`src/rtl/digitron_pkg.sv`:
```
`default_nettype none
// ============================================================================
//  Module   : digitron_pkg
//  Purpose  : Shared definitions for the digitron display path: arbiter FSM
//             state encoding, default 1 ms prescale and 7-seg digit patterns.
//  Revision : 1.0 - initial release
// ============================================================================
package digitron_pkg;

  // 50 MHz system clock -> 50000 cycles per millisecond
  localparam int DEFAULT_T1MS = 50000;

  typedef enum logic [1:0] {
    ST_IDLE = 2'd0,
    ST_LOAD = 2'd1,
    ST_HOLD = 2'd2
  } state_t;

  // Segment order {g,f,e,d,c,b,a}, active-high
  localparam logic [6:0] SEG_BLANK = 7'h00;

  function automatic logic [6:0] seg7_digit(input logic [3:0] d);
    logic [6:0] s;
    s = SEG_BLANK;
    case (d)
      4'd0: s = 7'h3F;
      4'd1: s = 7'h06;
      4'd2: s = 7'h5B;
      4'd3: s = 7'h4F;
      4'd4: s = 7'h66;
      4'd5: s = 7'h6D;
      4'd6: s = 7'h7D;
      4'd7: s = 7'h07;
      4'd8: s = 7'h7F;
      4'd9: s = 7'h6F;
      default: s = SEG_BLANK;
    endcase
    return s;
  endfunction

endpackage
`default_nettype wire

```
`src/rtl/digitron_ms_tick.sv`:
```
`default_nettype none
// ============================================================================
//  Module   : digitron_ms_tick
//  Purpose  : Millisecond prescaler. Counts 0..T1MS-1 while enabled and
//             flags a one-cycle tick on the terminal count; sync clear.
//  Revision : 1.0 - initial release
// ============================================================================
module digitron_ms_tick
  import digitron_pkg::*;
#(
  parameter int T1MS = DEFAULT_T1MS
) (
  input  logic CLK,
  input  logic RST,
  input  logic clr_i,
  input  logic en_i,
  output logic tick_o
);

  localparam int              PW       = (T1MS > 1) ? $clog2(T1MS) : 1;
  localparam logic [PW-1:0]   PRE_LAST = PW'(T1MS - 1);

  logic [PW-1:0] pre_q, pre_d;

  assign tick_o = en_i && (pre_q == PRE_LAST);

  // Next prescaler value: clear wins, otherwise count and return to 0 on tick
  always_comb begin
    pre_d = pre_q;
    if (clr_i) begin
      pre_d = '0;
    end else if (en_i) begin
      pre_d = tick_o ? '0 : pre_q + 1'b1;
    end
  end

  // Prescaler register
  always_ff @(posedge CLK) begin
    if (RST) pre_q <= '0;
    else     pre_q <= pre_d;
  end

endmodule
`default_nettype wire

```
`src/rtl/digitron_display_arbiter.sv`:
```
`default_nettype none
// ============================================================================
//  Module   : digitron_display_arbiter
//  Purpose  : Round-robin arbiter sharing one 7-seg number display among
//             NUM_REQ sources; each granted value is held for HOLD_MS ms.
//  Config   : DIGITRON_SRC_ID_EN - adds Disp_Src (granted source index).
//  Revision : 1.0 - initial release
// ============================================================================
module digitron_display_arbiter
  import digitron_pkg::*;
#(
  parameter int NUM_REQ = 4,
  parameter int T1MS    = DEFAULT_T1MS,
  parameter int HOLD_MS = 500
) (
  input  logic                   CLK,
  input  logic                   RST,
  input  logic [NUM_REQ-1:0]     Req_Valid,
  input  logic [NUM_REQ*8-1:0]   Req_Data,
  output logic [NUM_REQ-1:0]     Req_Ack,
  output logic [NUM_REQ-1:0]     Grant,
  output logic [7:0]             Disp_Data,
  output logic                   Disp_Busy
`ifdef DIGITRON_SRC_ID_EN
  ,
  output logic [$clog2(NUM_REQ)-1:0] Disp_Src
`endif
);

  localparam int            IW        = $clog2(NUM_REQ);
  localparam int            MW        = $clog2(HOLD_MS + 1);
  localparam logic [IW-1:0] LAST_INIT = IW'(NUM_REQ - 1);
  localparam logic [MW-1:0] MS_LAST   = MW'(HOLD_MS - 1);

  // First valid index after 'last', wrapping modulo NUM_REQ
  function automatic logic [IW-1:0] rr_pick(input logic [NUM_REQ-1:0] valid,
                                            input logic [IW-1:0]      last);
    logic [IW-1:0] pick;
    logic [IW-1:0] cand;
    logic          found;
    pick  = last;
    found = 1'b0;
    for (int k = 1; k <= NUM_REQ; k++) begin
      cand = IW'((int'(last) + k) % NUM_REQ);
      if (!found && valid[cand]) begin
        pick  = cand;
        found = 1'b1;
      end
    end
    return pick;
  endfunction

  function automatic logic [NUM_REQ-1:0] onehot(input logic [IW-1:0] idx);
    return NUM_REQ'(1) << idx;
  endfunction

  state_t               state_q, state_d;
  // The winner index doubles as the round-robin pointer: idx == last always
  logic [IW-1:0]        last_q,  last_d;
  logic [MW-1:0]        ms_q,    ms_d;
  logic [7:0]           data_q,  data_d;
  logic [NUM_REQ-1:0]   ack_q,   ack_d;
  logic [NUM_REQ-1:0]   grant_q, grant_d;
  logic                 busy_q,  busy_d;
  logic                 tick;

  digitron_ms_tick #(
    .T1MS (T1MS)
  ) u_ms_tick (
    .CLK    (CLK),
    .RST    (RST),
    .clr_i  (state_q == ST_LOAD),
    .en_i   (state_q == ST_HOLD),
    .tick_o (tick)
  );

  // Next-state and next-output logic; registers hold unless a state acts
  always_comb begin
    state_d = state_q;
    last_d  = last_q;
    ms_d    = ms_q;
    data_d  = data_q;
    ack_d   = '0;
    grant_d = grant_q;
    unique case (state_q)
      ST_IDLE: begin
        if (|Req_Valid) begin
          last_d  = rr_pick(Req_Valid, last_q);
          state_d = ST_LOAD;
        end
      end
      ST_LOAD: begin
        data_d  = Req_Data[8*last_q +: 8];
        ack_d   = onehot(last_q);
        grant_d = onehot(last_q);
        ms_d    = '0;
        state_d = ST_HOLD;
      end
      ST_HOLD: begin
        if (tick) begin
          if (ms_q == MS_LAST) begin
            grant_d = '0;
            state_d = ST_IDLE;
          end else begin
            ms_d = ms_q + 1'b1;
          end
        end
      end
      default: state_d = ST_IDLE;
    endcase
    busy_d = (state_d != ST_IDLE);
  end

  // State and output registers
  always_ff @(posedge CLK) begin
    if (RST) begin
      state_q <= ST_IDLE;
      last_q  <= LAST_INIT;
      ms_q    <= '0;
      data_q  <= '0;
      ack_q   <= '0;
      grant_q <= '0;
      busy_q  <= 1'b0;
    end else begin
      state_q <= state_d;
      last_q  <= last_d;
      ms_q    <= ms_d;
      data_q  <= data_d;
      ack_q   <= ack_d;
      grant_q <= grant_d;
      busy_q  <= busy_d;
    end
  end

  assign Req_Ack   = ack_q;
  assign Grant     = grant_q;
  assign Disp_Data = data_q;
  assign Disp_Busy = busy_q;

`ifdef DIGITRON_SRC_ID_EN
  logic [IW-1:0] src_q;

  // Source id follows Disp_Data: loaded in LOAD, held otherwise
  always_ff @(posedge CLK) begin
    if (RST)                    src_q <= '0;
    else if (state_q == ST_LOAD) src_q <= last_q;
  end

  assign Disp_Src = src_q;
`endif

endmodule
`default_nettype wire

```
`config.mk`:
```
export PLATFORM = sky130hd
export DESIGN_NAME = digitron_display_arbiter
export DESIGN_NICKNAME = d
export VERILOG_FILES = /design/src/rtl/digitron_pkg.sv /design/src/rtl/digitron_ms_tick.sv /design/src/rtl/digitron_display_arbiter.sv
export SDC_FILE = /design/constraint.sdc
export NUM_CORES = 1
export LEC_CHECK = 0
export CAP_MARGIN = 15
export CORE_AREA = 2 2 79 81
export CTS_CLUSTER_DIAMETER = 30
export DETAILED_ROUTE_END_ITERATION = 12
export DIE_AREA = 0 0 81 83
export HOLD_SLACK_MARGIN = 0.15
export PLACE_DENSITY_LB_ADDON = 0.25
export RECOVER_POWER = 50
export SYNTH_ARGS = -nofsm -noshare
export SYNTH_HDL_FRONTEND = slang
export SYNTH_SLANG_ARGS = --single-unit
```
`constraint.sdc`:
```
create_clock -name CLK -period 4.55 [get_ports CLK]
set_clock_uncertainty 0.2 [all_clocks]
set_input_delay 0.91 -clock CLK [delete_from_list [all_inputs] [get_ports CLK]]
set_output_delay 0.91 -clock CLK [all_outputs]
set_load 0.05 [all_outputs]
```
==> results of run 1 <==
synthesized netlist by cell type (all sizes together), types with 3 or more instances:
| cell type | count | area (um^2) |
|---|---|---|
| dfxtp | 46 | 921 |
| nand2 | 31 | 116 |
| nor2 | 26 | 97.6 |
| a21oi | 16 | 80.1 |
| mux4 | 11 | 248 |
| xor2 | 10 | 87.6 |
| clkbuf | 8 | 31.3 |
| o21ai | 8 | 40.0 |
| xnor2 | 8 | 70.1 |
| nand4 | 7 | 50.1 |
| ha | 6 | 75.1 |
| nand3 | 6 | 30.0 |
| or3 | 6 | 37.5 |
| nor3 | 5 | 25.0 |
| nor3b | 5 | 37.5 |
| a2bb2oi | 4 | 35.0 |
| buf | 4 | 17.5 |
| inv | 4 | 15.0 |
| nor4 | 4 | 31.3 |
| a31oi | 3 | 18.8 |
| mux2i | 3 | 30.0 |
| nor4b | 3 | 26.3 |
| or4 | 3 | 26.3 |
worst max-delay path: cells and delay by family:
family	cells	cell delay, ns
simple gates	2	0.27
compound gates	1	0.61
buf+inv	2	1.26
placed cells by master, fill, tap and decap left out, types with 5 or more instances in the layout:
master / netlist / routed
clkdlybuf4s50_1: 0 / 50
dfxtp_1: 46 / 46
nand2_1: 31 / 31
nor2_1: 26 / 26
a21oi_1: 16 / 16
mux4_2: 11 / 11
xor2_1: 10 / 10
xnor2_1: 8 / 8
nand4_1: 6 / 7
o21ai_0: 7 / 7
nand3_1: 6 / 6
or3_1: 6 / 6
ha_1: 6 / 6
nor3b_1: 5 / 5
nor3_1: 5 / 5
clkbuf_8: 0 / 5
power by group through the flow:
stage	Clock [mW]	Sequential (mW)	Combinational [mW]
4_1_cts	0.256	0.468	0.404
6_report	0.247	0.467	0.400
3_3_place_gp	0	0.477	0.398
3_5_place_dp	0	0.477	0.403
5_1_grt	0.273	0.473	0.433
2_1_floorplan	0	0.528	0.240
metal layers:
layer / global-route usage / up-vias / part of all wire
li1: - / 988 / -
met1: 0.186 / 916 / 0.44
met2: 0.237 / 57 / 0.47
met3: 0.0565 / 8 / 0.074
met4: 0.0539 / 0 / 0.016
met5: 0 / - / 0
final cells by class:
type,count,area (um^2)
clock inverters,3,21.3
clock buffers,5,68.8
multi-input cells,184,1310
inverters,4,15.0
well taps,75,93.8
fillers,592,2830
repair buffers,56,552
flip-flops and latches,46,921
kinds of logic after synthesis:
| logic type | count (synthesis) |
|---|---|
| compound gates | 34 |
| xor+xnor | 18 |
| fa+ha+maj | 6 |
| buf+inv | 16 |
| flops | 46 |
| mux | 14 |
| simple gates | 112 |
worst max path at each step:
| stage | startpoint | to | cells after the start |
|---|---|---|---|
| 3_5_place_dp | RST | u_ms_tick.pre_q[15]$_SDFFE_PP0N_ | 5 |
| 2_1_floorplan | last_q[1]$_SDFFE_PP1P_ | last_q[0]$_SDFFE_PP1P_ | 8 |
| 5_1_grt | RST | u_ms_tick.pre_q[1]$_SDFFE_PP0N_ | 5 |
| 3_3_place_gp | RST | u_ms_tick.pre_q[2]$_SDFFE_PP0N_ | 5 |
| 6_report | RST | u_ms_tick.pre_q[14]$_SDFFE_PP0N_ | 5 |
| 4_1_cts | Grant[2]$_SDFFE_PP0P_ | Grant[2] | 1 |
per-stage QoR:
stage,total power [mW],setup slack (ns),instance area [um^2],util
floorplan,0.768,2.27,2300,-
global placement,0.874,1.75,2900,0.499
detailed placement,0.880,1.72,2900,0.499
CTS,1.13,1.96,2990,0.514
global route,1.18,1.20,2980,0.513
finish,1.11,1.44,2980,0.513
flip-flops by register name, indices dropped and copies added, names as in the netlist:
signal and flops:
Req_Ack 4, state_q 2, ms_q 9, last_q 2, u_ms_tick.pre_q 16, Disp_Busy 1, Grant 4, Disp_Data 8
==> run summary, run 1 <==
min-delay src - Disp_Data[4]$_SDFFE_PP0P_
status - completed
DR WL/cell - 12.7 um
post-synthesis cell area - 2300 um^2
first-pass GRT wire length - 8.09 mm
post-synth cell types - 44
TritonCTS clock tree - yes
# setup viols final - 0
number of synthesized register bits - 46
gr usage total - 0.150
combinational fraction of design power - 0.359
Max Slew Vio Count - 0
CP required - 4.50 ns
Via density - 5.28
Hold WS - 0.259 ns
Synthesized Nets - 290
WP data arrival - 3.06 ns
Max Buffers Root-to-Sink - 2
maximum fanout along the worst path - 24
Max VDD drop - 0.226 mV
post_cts resized - 0
# diodes - 0
min Tclk post-route - 3.11 ns
number of global-route vias before repair - 1,813
most used cell, CP - nor2_1
Setup Buffers After CTS - 0
Crit-path slowest cell - clkbuf_1
largest family of logic cells by synthesized area - simple AND/OR/NAND/NOR gates
CP Launch Type - primary input
Net Sw Frac - 0.340
Final Hold Vio Count - 0
Min-Delay Endpoint - Disp_Data[4]$_SDFFE_PP0P_
Slew headroom - 0.296
CP peak stage delay - 0.74 ns
Layout Cells excl Fill - 373
Post-synth EDFFs - 0
cells after synthesis - 246
worst skew pair latency - 0.30 ns
post-synthesis sequential area ratio - 0.400
R2R cell count - 6
initial antenna violation count - 0
Chip Width - 81 um
DR vias - 1,969
portion of netlist area occupied by mux cells - 0.121
Post-Synth Simple-Gate Area - 0.264
initial core utilization - 0.396
Final GP Congestion - 0.809
post-DP HPWL - 3.63 mm
placed cell count - 365
synth warn - 0
maxcap violations - 0
CTS root buf - clkbuf_8
ys async rst share - 0
clock sink count - 46
Site Rows - 28
final routed DRC violation total - 0
Synth Area in Compound Gates - 0.0865
critical-path cell list - dlygate4sd3_1 > clkbuf_1 > nor2_1 > o21ai_1 > nor2_1
TritonRoute pass-1 iters - 4
Setup CP Type - in -> reg
Tcrit/Tclk final - 0.684
clock share of power - 0.222
top_reg_cell synth - dfxtp_1
Max Fclk - 322 MHz
global route overflow - 0
CTS buffer count - 5
Antenna Nets Post-Route - 0
Post-Route WL - 4.75 mm
H-Tree Depth - 2
Critical Path End Type - flip-flop
Int Power - 735 uW
pwr dens - 374 nW/um^2
Psw - 379 uW
Syn-to-layout area delta - 29.6%
post-synthesis adder-cell area fraction - 0.0326
leakage - 1.05 nW
Fin Setup TNS - 0 ns
Iter 0 DRT Violations - 72
r2r endpoint - last_q[1]$_SDFFE_PP1P_
chip height - 83 um
post-synthesis xor/xnor area fraction - 0.0685
Tightest Pin Transition - 1.05 ns
port buffer count - 54
FF-to-FF Start - last_q[1]$_SDFFE_PP1P_
unrepaired setup endpoints after global routing - false
Reg clk slew, reported paths - 0.09 ns
layout cells sized above 1 - 0.0839
CORE AREA - 5820 um^2
largest net degree at the start of global routing - 25
io pins - 55
Hold Path Stages - 2
Syn Area/Cell - 9.35 um^2
Final nets - 341
Worst Hold Class - reg -> reg
worst reg-to-reg setup slack - 2.10 ns
part of the power in registers - 0.420
die area - 6720 um^2
hold_buf cts - 0
(Power assumes the default switching activity.)
==> run 2: changes to the inputs <==
- clock period: 4.55 -> 2.7 ns (I/O delays scaled with it)
==> run summary, run 2 (synthesis gave the netlist of run 1 again) <==
r2r endpoint - ms_q[7]$_SDFFE_PP0P_
post-DP HPWL - 3.76 mm
initial antenna violation count - 0
CP Launch Type - flip-flop
Max Fclk - 426 MHz
placed cell count - 371
WP data arrival - 2.39 ns
DR vias - 1,956
beginning of the critical path - u_ms_tick.pre_q[0]$_SDFFE_PP0N_
global route overflow - 0
CORE AREA - 5820 um^2
min Tclk post-route - 2.35 ns
Setup CP Type - reg -> reg
Final GP Congestion - 0.860
post_cts resized - 0
most frequent cells in the layout - clkdlybuf4s50_1, dfxtp_1, nand2_1
H-Tree Depth - 2
DR WL/cell - 13.1 um
commonest non-fill, non-tap cell in the layout - clkdlybuf4s50_1
unrepaired setup endpoints after global routing - false
Final nets - 347
# diodes - 0
first-pass GRT wire length - 8.75 mm
die area - 6720 um^2
Reg clk slew, reported paths - 0.09 ns
pwr dens - 635 nW/um^2
worst reg-to-reg setup slack - 0.35 ns
dpl cell area - 2950 um^2
design area - 3020 um^2
leakage - 1.08 nW
hold_buf cts - 0
Final Hold Vio Count - 0
Setup Buffers After CTS - 0
port buffer count - 54
critical-path cell list - ha_1 > and4b_1 > nand4_1 > or4_1 > or3_1 > a21oi_1
largest net degree at the start of global routing - 23
CTS buffer count - 5
CTS root buf - clkbuf_8
Worst Hold Class - reg -> reg
min-delay src - Disp_Data[2]$_SDFFE_PP0P_
maxcap violations - 0
Fin Setup TNS - 0 ns
R2R cell count - 6
FF-to-FF Start - u_ms_tick.pre_q[0]$_SDFFE_PP0N_
gr usage total - 0.167
TritonCTS clock tree - yes
Layout Cells excl Fill - 379
Chip Width - 81 um
Crit-path slowest cell - or4_1
max reg flops - 16
Max Slew Vio Count - 0
Worst Setup EP - ms_q[7]$_SDFFE_PP0P_
clock sink count - 46
Tcrit/Tclk final - 0.869
Critical Path End Type - flip-flop
final routed DRC violation total - 0
maximum fanout along the worst path - 6
TritonRoute pass-1 iters - 4
Slew headroom - 0.331
status - completed
Tightest Pin Transition - 1.00 ns
Iter 0 DRT Violations - 92
chip height - 83 um
Max Buffers Root-to-Sink - 2
Biggest register - u_ms_tick.pre_q
CP required - 2.74 ns
Syn-to-layout area delta - 31.1%
Site Rows - 28
io pins - 55
Post-Route WL - 4.98 mm
Antenna Nets Post-Route - 0
Max VDD drop - 0.335 mV
CP peak stage delay - 0.54 ns
worst skew pair latency - 0.30 ns
Via density - 5.16
number of global-route vias before repair - 1,997
layout cells sized above 1 - 0.0888
initial core utilization - 0.396
# setup viols final - 0
## run 2: metal layers
| layer | up-vias | GRT usage | share of wire |
|---|---|---|---|
| li1 | 997 | - | - |
| met1 | 903 | 0.205 | 0.46 |
| met2 | 49 | 0.264 | 0.45 |
| met3 | 7 | 0.0609 | 0.071 |
| met4 | 0 | 0.0616 | 0.017 |
| met5 | - | 0 | 0 |
## run 2: area by class of cell
type | instances | area [um^2]
Inverter | 4 | 15.0
Multi-Input combinational cell | 184 | 1310
Tap cell | 75 | 93.8
Fill cell | 592 | 2800
Sequential cell | 46 | 921
Clock buffer | 7 | 86.3
Timing Repair Buffer | 62 | 589
Clock inverter | 1 | 5.00
## run 2: worst min-delay path by stage
stage / to / slack (ns) / cells past startpoint
2_1_floorplan: ms_q[8]$_SDFFE_PP0P_ / 0.26 / 2
3_3_place_gp: Disp_Data[3]$_SDFFE_PP0P_ / 0.24 / 2
3_5_place_dp: Disp_Data[0]$_SDFFE_PP0P_ / 0.25 / 2
4_1_cts: Disp_Data[2]$_SDFFE_PP0P_ / 0.26 / 2
5_1_grt: Disp_Data[0]$_SDFFE_PP0P_ / 0.28 / 2
6_report: Disp_Data[2]$_SDFFE_PP0P_ / 0.26 / 2
## run 2: power breakdown
part / total [mW] / leakage [nW] / internal [mW] / switching [mW]
clock: 0.437 / 0.0482 / 0.207 / 0.230
combinational: 0.724 / 0.657 / 0.342 / 0.382
sequential: 0.755 / 0.373 / 0.729 / 0.0255
total: 1.92 / 1.08 / 1.28 / 0.637
## run 2: metrics by stage
| step | total power [mW] | hold WS (ns) | worst slack (ns) | utilization |
|---|---|---|---|---|
| after floorplan | 1.29 | 0.258 | 0.423 | - |
| after global placement | 1.49 | 0.242 | 0.314 | 0.507 |
| after detailed placement | 1.50 | 0.251 | 0.275 | 0.507 |
| after CTS | 1.94 | 0.263 | 0.356 | 0.522 |
| after global routing | 2.03 | 0.278 | 0.175 | 0.519 |
| final | 1.92 | 0.262 | 0.353 | 0.519 |
## run 2: critical path: cells and delay by family (launching register included)
family | cells | cell delay [ns]
compound gates | 1 | 0.13
simple gates | 4 | 1.41
fa+ha+maj | 1 | 0.17
flops | 1 | 0.37
